## config.mk

```make
export PLATFORM = sky130hd
export DESIGN_NAME = fetch_pc_unit
export DESIGN_NICKNAME = d
export VERILOG_FILES = /design/src/rtl/fetch_pc_unit.sv
export SDC_FILE = /design/constraint.sdc
export NUM_CORES = 1
export LEC_CHECK = 0
export ABC_CLOCK_PERIOD_IN_PS = 4800
export BUFFER_PORTS_ARGS = -buffer_cell sky130_fd_sc_hd__buf_2
export CORE_ASPECT_RATIO = 1.75
export CORE_MARGIN = 8
export CORE_UTILIZATION = 35
export DETAILED_ROUTE_END_ITERATION = 10
export HOLD_SLACK_MARGIN = 0.08
export PLACE_DENSITY = 0.71
export SLEW_MARGIN = 15
export SYNTH_ARGS = -nofsm -noshare
export SYNTH_HDL_FRONTEND = slang
export SYNTH_SLANG_ARGS = --single-unit
```

## constraint.sdc

```tcl
create_clock -name clk -period 4.8 [get_ports clk]
set_clock_uncertainty 0.15 [all_clocks]
set_input_delay 0.48 -clock clk [delete_from_list [all_inputs] [get_ports clk]]
set_output_delay 0.48 -clock clk [all_outputs]
set_load 0.01 [all_outputs]
```

## src/rtl/fetch_pc_unit.sv

```systemverilog
// F-stage fetch unit: owns the program counter, drives the instruction-memory
// address and forms the F-stage bundle (instruction, PC, ExcCode, delay-slot flag).
module fetch_pc_unit #(
    parameter logic [31:0] PC_INIT   = 32'h0000_3000,
    parameter logic [31:0] EXC_ENTRY = 32'h0000_4180,
    parameter logic [31:0] TEXT_LO   = 32'h0000_3000,
    parameter logic [31:0] TEXT_HI   = 32'h0000_6FFC,
    parameter logic [4:0]  EXC_ADEL  = 5'd4
) (
    input  logic        clk,
    input  logic        reset,
    input  logic        en,
    input  logic        req,
    input  logic        d_eret,
    input  logic [31:0] epc,
    input  logic        d_redirect,
    input  logic [31:0] d_target,
    input  logic        d_is_bj,
    output logic [31:0] i_inst_addr,
    input  logic [31:0] i_inst_rdata,
    output logic [31:0] F_Instr,
    output logic [31:0] F_PC,
    output logic [4:0]  F_ExcCode,
    output logic        F_BD
);

    logic [31:0] r_pc;
    logic        w_bad;

    // Targets are never validated here; a bad PC is flagged when it is fetched.
    always_ff @(posedge clk) begin
        if (reset)
            r_pc <= PC_INIT;
        else if (req)
            r_pc <= EXC_ENTRY;
        else if (!en)
            r_pc <= r_pc;
        else if (d_eret)
            r_pc <= epc;
        else if (d_redirect)
            r_pc <= d_target;
        else
            r_pc <= r_pc + 32'd4;
    end

    assign w_bad = (r_pc[1:0] != 2'b00) || (r_pc < TEXT_LO) || (r_pc > TEXT_HI);

    assign i_inst_addr = r_pc;
    assign F_PC        = r_pc;
    assign F_ExcCode   = w_bad ? EXC_ADEL : 5'd0;
    assign F_Instr     = (w_bad || d_eret) ? 32'd0 : i_inst_rdata;
    // eret has no delay slot, so the instruction behind it is never a BD slot.
    assign F_BD        = d_is_bj && !d_eret;

endmodule

```

Word level (Yosys, flattened, before mapping)
Cells that the tools add are included.

Add/subtract/negate cells: 1. Reductions and logical operators: 8. Bitwise logic cells: 0. Multiply operators: 0. Shift operators: 0. Multiplexer cells: 6. Eq/ne operators: 0. Magnitude comparators: 2. Divide/modulo/power cells: 0.

Operators by type and width (count): $mux W32 (3); $add A32 B3 Y32 const B (1); $gt A32 B15 Y1 const B (1); $lt A32 B14 Y1 const B (1); $mux W15 (2); $reduce_bool A2 Y1 (2); $logic_or A1 B1 Y1 (3); $mux W3 (1); $reduce_or A2 Y1 (1); $logic_and A1 B1 Y1 (1); $logic_not A1 Y1 (1).

Memories kept: 0. Latch bits: 0. Bits in registers: 32. RAM bits: 0. Output and inout bits: 102. ROM bits: 0.

Depth between registers and ports, before layout
Depth after elaboration: 5. Mapped depth: 8.

Worst setup path before layout
OpenSTA, ideal clock, no wires.

Path kind: register to register. Start: reg r_pc[14], in the netlist F_PC[14]. End: reg r_pc[30], in the netlist F_PC[30]. Period minus slack after synthesis: 2.636 ns. Data arrival time: 2.412 ns. Required time: 4.576 ns. Path slack: 2.164 ns. Buffers on the path: 2. Setup time: 0.074 ns. Stages on the path, launching flop included: 8. Path through: dfxtp_1 -> buf_2 -> nand3_1 -> or4_4 -> buf_6 -> or4_4 -> or4_1 -> a31oi_1.

Longest elaborated chain between the ends: 3.

RTL lines: start, declared (line 27) `logic [31:0] r_pc;`; start signal, assigned (line 37) `r_pc <= r_pc;`; start signal, assigned (line 39) `r_pc <= epc;`; start signal, assigned (line 41) `r_pc <= d_target;`; $add A32 B3 Y32 (line 43) `r_pc <= r_pc + 32'd4;`; $mux W32 (line 40) `else if (d_redirect)`; $mux W32 (line 38) `else if (d_eret)`.

Every way passes these cells. A chain may end at the register's enable or synchronous reset.

Worst setup path in the final report
Start: reg r_pc[27], in the netlist F_PC[27]. End: out F_Instr[30].

Longest elaborated chain between the ends: 5.

RTL lines: $lt A32 B14 Y1 (line 46) `assign w_bad = (r_pc[1:0] != 2'b00) || (r_pc < TEXT_LO) || (r_pc > TEXT_HI);`; $logic_or A1 B1 Y1 (line 46); $logic_or A1 B1 Y1 * (line 46); $logic_or A1 B1 Y1 * (line 51) `assign F_Instr = (w_bad || d_eret) ? 32'd0 : i_inst_rdata;`; $mux W32 * (line 51); end, declared (line 21) `output logic [31:0] F_Instr,`.

Mark *: on every way between the ends. The rest lies on a longest branch, timed or not.

==> run summary <==
Synthesized cell area -> 0.002799 sq mm
Port bufs -> 200
Post-synthesis area per instance -> 7.158 sq um
Full die area -> 0.01123 sq mm
Crit end category -> output pin
Post-CTS Hold Fix Bufs -> 0
Initial antenna violation count -> 0
DRC -> 0
Met2 wire len -> 6211 um
Metal3 WL -> 868 um
Drt pass-1 iters -> 5
Wirelength per Cell -> 18.82 um
WL final -> 11840 um
First-pass GRT wire length -> 18370 um
Post-CTS Resized -> 0
Crit-path cells -> nor4_1 > and3_1 > nand4_1 > nor2_2 > and2_1 > buf_2
CP Class -> reg2out
Setup Fix Bufs, Post-CTS -> 0
Die W -> 83.60 um
Status -> completed
Final Util -> 47.05%
Vias per std cell -> 5.607
Fin crit share -> 66.16%
IO Pins -> 205
Synth Register Bits -> 32
Crit path DAT -> 2.55 ns
Synth unique cells -> 53
Num CTS Buffers -> 5
Max reg flops -> 30
Hold Path Class -> in2reg
Worst-Margin Slew -> 0.9366 ns
Async S/R FF share, synth -> 0%
Final hold vios -> 0
Drt first-iter violations -> 219
Crit path time final -> 3.176 ns
Syn. warnings -> 0
Metal-1 WL -> 4550 um
P_leak -> 1.815 nW
Total number of vias -> 3527
Die height -> 134.3 um
Max-Cap Viols -> 0
Number of global-route vias before repair -> 3579
Max-Slew Margin vs Limit -> 36.98%
H-tree levels -> 2
Worst VDD drop -> 0.1339 mV
Max clock buf depth -> 2
Nets -> 642
Detailed Place HPWL -> 9184 um
Sequential area share after synthesis -> 22.89%
Clock sink count -> 32
Mapped Cells -> 391
Layout cells sized above 1 -> 40.26%
Pins Over Slew Limit -> 0
Largest net degree at the start of global routing -> 42
GRT Total Usage -> 19.44%
Crit-path slowest cell -> nor2_2
CTS root buf -> clkbuf_16
CP max stage delay -> 0.67 ns
Number of synthesized flops with an enable pin -> 0
Final setup violation count -> 0
Placer congestion estimate -> 0.8494
Worst-path maximum fanout -> 32
Tot Pwr -> 0.8384 mW
DRT antenna net count -> 0
Diode count -> 0
Power density cells -> 226.8 mW/mm^2
Clk pin slew, worst setup/hold paths -> 0.06 ns
Clock Latency Late Sink -> 0.28 ns
Global route overflow -> 0
Synthesis-to-layout area growth -> 32.05%
Max layer used -> met4
Starting Density -> 35.63%
Crit path required time -> 4.17 ns
CP Launch Type -> flip-flop
CORE AREA -> 0.007855 sq mm
Rows -> 43
Total Neg Setup Slack -> 0 ns
CTS tree -> done
Unrepaired setup endpoints after global routing -> false
Primary FF master, synth -> dfxtp_1
Fmax -> 314.9 MHz
-- report_power, final --
part,switching [mW],internal (mW)
clock network,0.116,0.207
registers,0.0214,0.277
logic,0.119,0.0980
-- layer usage --
metal / global-route usage, % / up-vias
li1: - / 1703
met1: 21.61 / 1644
met2: 34.30 / 164
met3: 4.857 / 16
met4: 7.432 / 0
met5: 0 / -
-- cells by family after synthesis --
family,share of synthesized area (%)
other,0.1340
XOR/XNOR,0.6260
AO/OA/AOI/OAI,28.52
AND/OR/NAND/NOR,30.89
flip-flops,22.89
multiplexers,1.431
adder cells (fa/ha/maj),0.4470
buffers and inverters,15.06
-- cell usage in the layout, fill, tap and decap left out, types with 3 or more instances in the layout --
cell type	netlist	layout
nand3_1	10	10
or4_1	6	6
conb_1	1	4
clkbuf_16	0	5
nand2_1	26	26
a211oi_1	6	6
o21ai_0	22	22
mux2i_1	4	4
nor3_1	13	13
nand2b_1	3	3
inv_1	8	8
nor4_1	10	10
buf_2	1	200
o21a_1	3	3
nand4_1	8	8
nor2b_1	4	4
or2_2	3	3
o22ai_1	6	6
and2_1	32	32
and3_1	8	8
nor2_1	31	30
a21oi_1	20	20
a31oi_1	6	6
o31ai_1	6	6
a22o_1	6	6
a22oi_1	19	19
a221o_1	3	3
dfxtp_1	32	32
-- worst max-delay path: cells and delay by family, from the launching register on --
kind | cells | cell delay, ns
buffers and inverters | 1 | 0.14
DFF | 1 | 0.38
and+or+nand+nor | 5 | 1.75
-- final timing paths --
| path | slack [ns] | endpoint | cells past startpoint | from |
|---|---|---|---|---|
| worst max-delay path | 1.62 | F_Instr[30] | 6 | F_PC[27]$_SDFFE_PP0P_ |
| worst max register to register | 1.93 | F_PC[27]$_SDFFE_PP0P_ | 5 | F_PC[14]$_SDFFE_PP0P_ |
| worst min register to register | 0.42 | F_PC[28]$_SDFFE_PP0P_ | 2 | F_PC[28]$_SDFFE_PP0P_ |
| worst min-delay path | 0.32 | F_PC[7]$_SDFFE_PP0P_ | 2 | reset |
-- cell usage after synthesis (8+ instances only) --
library cell / instances / share of area [%]
dfxtp_1: 32 / 23
inv_1: 8 / 1.1
nor4_1: 10 / 2.2
and2_1: 32 / 7.2
nor3_1: 13 / 2.3
nand2_1: 26 / 3.5
nand3_1: 10 / 1.8
a21oi_1: 20 / 3.6
and3_1: 8 / 1.8
nand4_1: 8 / 1.8
nor2_1: 31 / 4.2
a22oi_1: 19 / 5.1
o21ai_0: 22 / 3.9
clkbuf_1: 23 / 3.1
buf_4: 37 / 9.9
-- cell type report --
type,count,area (sq um)
inverters,8,30.03
well taps,90,112.6
repair buffers,202,1016
multi-input cells,289,1750
fillers,815,4159
clock buffers,8,146.4
flip-flops and latches,32,640.6
-- through the flow --
stage	area, sq um	worst slack, ns	hold WS, ns	std cells
final	3696	1.624	0.3249	629
after global routing	3696	1.402	0.3336	629
after CTS	3694	1.204	0.3140	629
after detailed placement	3547	1.509	0.4236	621
after global placement	3547	1.684	0.4071	621
after floorplan	2810	2.164	0.3991	394
(Power assumes the default switching activity.)
